## src/rtl/kypd_scan_ctrl.sv

```systemverilog
// kypd_scan_ctrl
// Column-scan controller for the 4x4 Pmod keypad. One column is driven low at
// a time, and the synchronized rows are sampled at the end of each column
// dwell. The 16-key snapshot is debounced across consecutive full scans. A
// one-cycle event is emitted when the accepted state goes from no keys down
// to exactly one key down.
//
// Ports
//   clk       in   system clock, all state on rising edge
//   rst_n     in   asynchronous active-low reset
//   Row[3:0]  in   keypad rows, active low, asynchronous to clk
//   Col[3:0]  out  keypad column drive, exactly one bit low
//   key_code  out  position of last reported key, col*4 + row
//   key_valid out  one-cycle pulse when key_code is updated
//   key_held  out  accepted state has exactly one key down
//   multi     out  accepted state has two or more keys down
module kypd_scan_ctrl #(
    parameter int SCAN_DIV  = 100000,
    parameter int DEB_SCANS = 4
) (
    input  logic       clk,
    input  logic       rst_n,
    input  logic [3:0] Row,
    output logic [3:0] Col,
    output logic [3:0] key_code,
    output logic       key_valid,
    output logic       key_held,
    output logic       multi
);

    localparam int CNT_W = $clog2(SCAN_DIV);
    localparam int STB_W = $clog2(DEB_SCANS);
    localparam logic [CNT_W-1:0] CNT_LAST = CNT_W'(SCAN_DIV - 1);
    localparam logic [STB_W-1:0] STB_MAX  = STB_W'(DEB_SCANS - 1);

    function automatic logic [4:0] popcount16(input logic [15:0] v);
        logic [4:0] n;
        n = 5'd0;
        for (int i = 0; i < 16; i++) begin
            n = n + {4'd0, v[i]};
        end
        return n;
    endfunction

    // Index of the set bit; only called when exactly one bit is set.
    function automatic logic [3:0] onehot_index(input logic [15:0] v);
        logic [3:0] idx;
        idx = 4'd0;
        for (int i = 0; i < 16; i++) begin
            if (v[i]) begin
                idx = i[3:0];
            end
        end
        return idx;
    endfunction

    logic [3:0]       row_sync_p0;
    logic [3:0]       row_sync_p1;
    logic [CNT_W-1:0] cnt;
    logic [1:0]       c;
    logic [3:0]       col_q;
    logic [15:0]      snap;
    logic [15:0]      prev_snap;
    logic [15:0]      accepted;
    logic [STB_W-1:0] stable;

    logic [3:0]       pressed;
    logic             sample;
    logic             scan_done;
    logic [15:0]      snap_next;
    logic [STB_W-1:0] stable_next;
    logic             accept;
    logic [15:0]      acc_next;
    logic [4:0]       acc_pop;
    logic             new_event;

    assign Col = col_q;

    always_comb begin
        pressed   = ~row_sync_p1;
        sample    = (cnt == CNT_LAST);
        scan_done = sample && (c == 2'd3);

        snap_next = snap;
        if (sample) begin
            snap_next[{c, 2'b00} +: 4] = pressed;
        end

        // Comparison uses the snapshot including the column just sampled.
        if (snap_next == prev_snap) begin
            stable_next = (stable == STB_MAX) ? stable : stable + 1'b1;
        end else begin
            stable_next = '0;
        end

        accept    = scan_done && (stable_next == STB_MAX) && (snap_next != accepted);
        acc_next  = accept ? snap_next : accepted;
        acc_pop   = popcount16(acc_next);
        new_event = accept && (accepted == 16'd0) && (acc_pop == 5'd1);
    end

    always_ff @(posedge clk or negedge rst_n) begin
        if (!rst_n) begin
            row_sync_p0 <= 4'b1111;
            row_sync_p1 <= 4'b1111;
            cnt         <= '0;
            c           <= 2'd0;
            col_q       <= 4'b1110;
            snap        <= 16'd0;
            prev_snap   <= 16'd0;
            accepted    <= 16'd0;
            stable      <= '0;
            key_code    <= 4'd0;
            key_valid   <= 1'b0;
            key_held    <= 1'b0;
            multi       <= 1'b0;
        end else begin
            // Stage p0/p1: two-flop synchronizer on the raw row pins
            row_sync_p0 <= Row;
            row_sync_p1 <= row_sync_p0;

            // Column dwell and rotation; Col moves the cycle after sampling
            if (sample) begin
                cnt   <= '0;
                c     <= c + 1'b1;
                col_q <= {col_q[2:0], col_q[3]};
            end else begin
                cnt   <= cnt + 1'b1;
            end

            snap <= snap_next;

            // Full-scan debounce
            if (scan_done) begin
                prev_snap <= snap_next;
                stable    <= stable_next;
            end
            accepted <= acc_next;

            // Outputs follow the acceptance decision by one cycle
            key_valid <= new_event;
            if (new_event) begin
                key_code <= onehot_index(snap_next);
            end
            key_held <= (acc_pop == 5'd1);
            multi    <= (acc_pop >= 5'd2);
        end
    end

endmodule
```

## config.mk

```make
export PLATFORM = sky130hd
export DESIGN_NAME = kypd_scan_ctrl
export DESIGN_NICKNAME = d
export VERILOG_FILES = /design/src/rtl/kypd_scan_ctrl.sv
export SDC_FILE = /design/constraint.sdc
export NUM_CORES = 1
export LEC_CHECK = 0
export CAP_MARGIN = 5
export CORE_MARGIN = 2
export CORE_UTILIZATION = 45
export DETAILED_ROUTE_END_ITERATION = 8
export PLACE_DENSITY = 0.59
export REMOVE_ABC_BUFFERS = 1
export SLEW_MARGIN = 20
export SYNTH_ARGS = -nofsm -noshare
export SYNTH_HDL_FRONTEND = slang
export SYNTH_SLANG_ARGS = --single-unit
```

## constraint.sdc

```tcl
create_clock -name clk -period 18.15 [get_ports clk]
set_clock_uncertainty 0.1 [all_clocks]
set_input_delay 2.7225 -clock clk [delete_from_list [all_inputs] [get_ports clk]]
set_output_delay 2.7225 -clock clk [all_outputs]
set_load 0.01 [all_outputs]
```

==> run metrics <==
status=completed; worst-skew pair later-pin latency=0.36 ns; hold_buf cts=0; initial antenna violation count=0; Slew @ Worst Pin=0.946 ns; Overflow after GRT=0; WP data arrival=9.01 ns; CTS tree=done; Clock transition at path regs=0.07 ns; Antenna diodes=0; Post-DRT Antenna Nets=0; total power=0.401 mW; VDD IR max=0.0000474 V; most frequent cells in the layout=dfrtp_1, nand2_1, nor2_1, inv_1, o21ai_0; DRC=0; total wire length=13,200 microns; worst hold path class=register to register; Die Width=111 microns; final setup vio count=0; FF-to-FF Start=cnt[0]; Synth Warn #=0; Worst Hold Depth=0; Yosys reg bits=88; worst hold start=row_sync_p0[1]; kind of critical path=register to register; ys flop type=dfrtp_1; first-pass GRT wire length=21,900 microns; largest net degree at the start of global routing=48; PnR worst setup slack=9.27 ns; core area=11,300 sq um; Max Clk Rate=113 MHz; Setup TNS Final=0 ns; Post-synth EDFFs=0; CTS root buffer=clkbuf_16; Setup WS pre-CTS=9.25 ns; Mapped Cells=542; Max clock buf depth=2; Flop pwr share=0.497; area leader, netlist=dfrtp_1; Comb power frac=0.016; pwr/cell area=70.5 nW/um^2; cts repair resizes=0; Net Sw Power=0.0915 mW; starting DRC count in detailed routing=304; r2r endpoint=key_code[3]; fin crit period=8.88 ns; detailed-route via count=4,065; initial cell density of the core=0.456; detailed placer's ending HPWL=9670 microns; Post-synth ARST share=1.00; R2R depth=25; Worst EP required=18.29 ns; # clock sinks=88; critical path launch point type=register; Layout area overhead=10.5%; worst rel slew slack=0.360; Syn Area/Cell=9.49 sq um; setup repair bufs after CTS=0; post-synthesis cell area=5140 sq um; switching share of power=0.228; fraction of layout cells with a size suffix above 1=0.0889; Tot GR Track Use=0.227; Hold Path End=row_sync_p1[1]; CP endpoint kind=register; final weighted congestion in routability-driven placement=0.906; RSZ-0062 raised after global routing=false; post-synth cell types=70; top cells by area, synth=dfrtp_1, dfstp_2, nand2_1; Max Slew Vio Count=0; row cnt=39; WHS=0.256 ns; DRT Pass-1 Iters=5; most common cell after layout, fill and taps aside=dfrtp_1; Clock power frac=0.487; routed vias/inst=5.86; Final Hold Vio Count=0; Die ar.=12,300 sq um; CTS Buf Count=9; Top Ports=17; internal power=0.309 mW; Die Y=111 microns; H-tree Lvls=3; Pleak=2.65 nW; sequential-to-total area share from yosys stat=0.431; Final #Nets=573; slack of the worst reg-to-reg path=9.27 ns; WL/cell=19.1 microns; CP max FO=35; Max Cap Viol=0; Port Buffers=16; period utilisation layout=0.489; vias in the first global route=4,068; top cell type's share of synthesized area=0.375
==> through the flow <==
step           utilization  cell area (sq um)  std cells
2_1_floorplan            -               5010        516
3_3_place_gp         0.476               5370        678
3_5_place_dp         0.476               5370        678
4_1_cts              0.504               5680        694
5_1_grt              0.504               5680        694
6_report             0.504               5680        694
==> registers in the layout, summed over array words and instances (netlist names) <==
signal and cells:
key_valid 1, multi 1, cnt 17, row_sync_p1 4, row_sync_p0 4, snap 16, prev_snap 16, key_code 4
accepted 16, Col 4, c 2, stable 2, key_held 1
==> synth_stat cells (9+ instances only) <==
cell	number
nand3_1	14
nor2_1	34
o21ai_0	29
xor2_1	13
inv_1	32
nand4_1	10
nand2_1	69
xnor2_1	20
and2_1	9
a21oi_1	24
ha_1	11
clkbuf_1	14
dfrtp_1	77
nor3_1	14
nor4_1	12
nor4b_1	10
dfstp_2	11
fa_1	10
==> per-layer routing <==
layer	GRT usage	routed length, microns	up-vias
met4	0.0883	339	0
met1	0.307	6110	2003
met5	0	0	-
li1	-	-	1930
met2	0.362	6200	111
met3	0.0448	587	21
==> critical path, stage by stage, from the launching register on <==
cell	delay, ns
dfrtp_1	0.39
ha_1	0.21
and4_1	0.37
and4_1	0.85
nand2_1	0.81
a221oi_1	0.51
a211o_1	0.17
nor4_2	0.07
nor4_4	0.26
buf_4	0.36
mux2_2	0.39
inv_1	0.07
fa_1	0.43
fa_1	0.49
fa_1	0.52
inv_1	0.05
fa_1	0.49
ha_1	0.18
inv_1	0.06
fa_1	0.37
a2111oi_0	0.39
a21oi_1	0.08
nor4b_1	0.40
and3_1	0.25
and2_4	0.17
mux2_1	0.32
==> kinds of logic after synthesis <==
kind of cell,share of synthesized area
AND/OR/NAND/NOR,0.231
AO/OA/AOI/OAI,0.139
flip-flops,0.431
buffers and inverters,0.0499
XOR/XNOR,0.0562
adder cells (fa/ha/maj),0.0657
multiplexers,0.0273
==> power groups by stage <==
stage,combinational (mW),clock [mW],sequential [mW]
3_5_place_dp,0.00679,0,0.203
4_1_cts,0.00681,0.200,0.199
6_report,0.00642,0.195,0.199
5_1_grt,0.00752,0.209,0.199
2_1_floorplan,0.00120,0,0.202
3_3_place_gp,0.00663,0,0.203
==> worst max path at each step <==
| stage | slack [ns] | to | startpoint |
|---|---|---|---|
| 2_1_floorplan | 9.87 | key_code[1] | c[0] |
| 3_3_place_gp | 9.40 | key_code[1] | cnt[0] |
| 3_5_place_dp | 9.25 | key_code[1] | c[0] |
| 4_1_cts | 9.20 | key_code[3] | c[0] |
| 5_1_grt | 8.49 | key_code[3] | cnt[0] |
| 6_report | 9.27 | key_code[3] | cnt[0] |
==> cell type report <==
cell class	count	area [sq um]
Timing Repair Buffer	19	180
Inverter	33	124
Multi-Input combinational cell	395	2670
Sequential cell	88	2220
Clock inverter	7	86.3
Tap cell	143	179
Fill cell	1026	5590
Clock buffer	9	225
No activity file was read; power rests on OpenSTA's default activity.
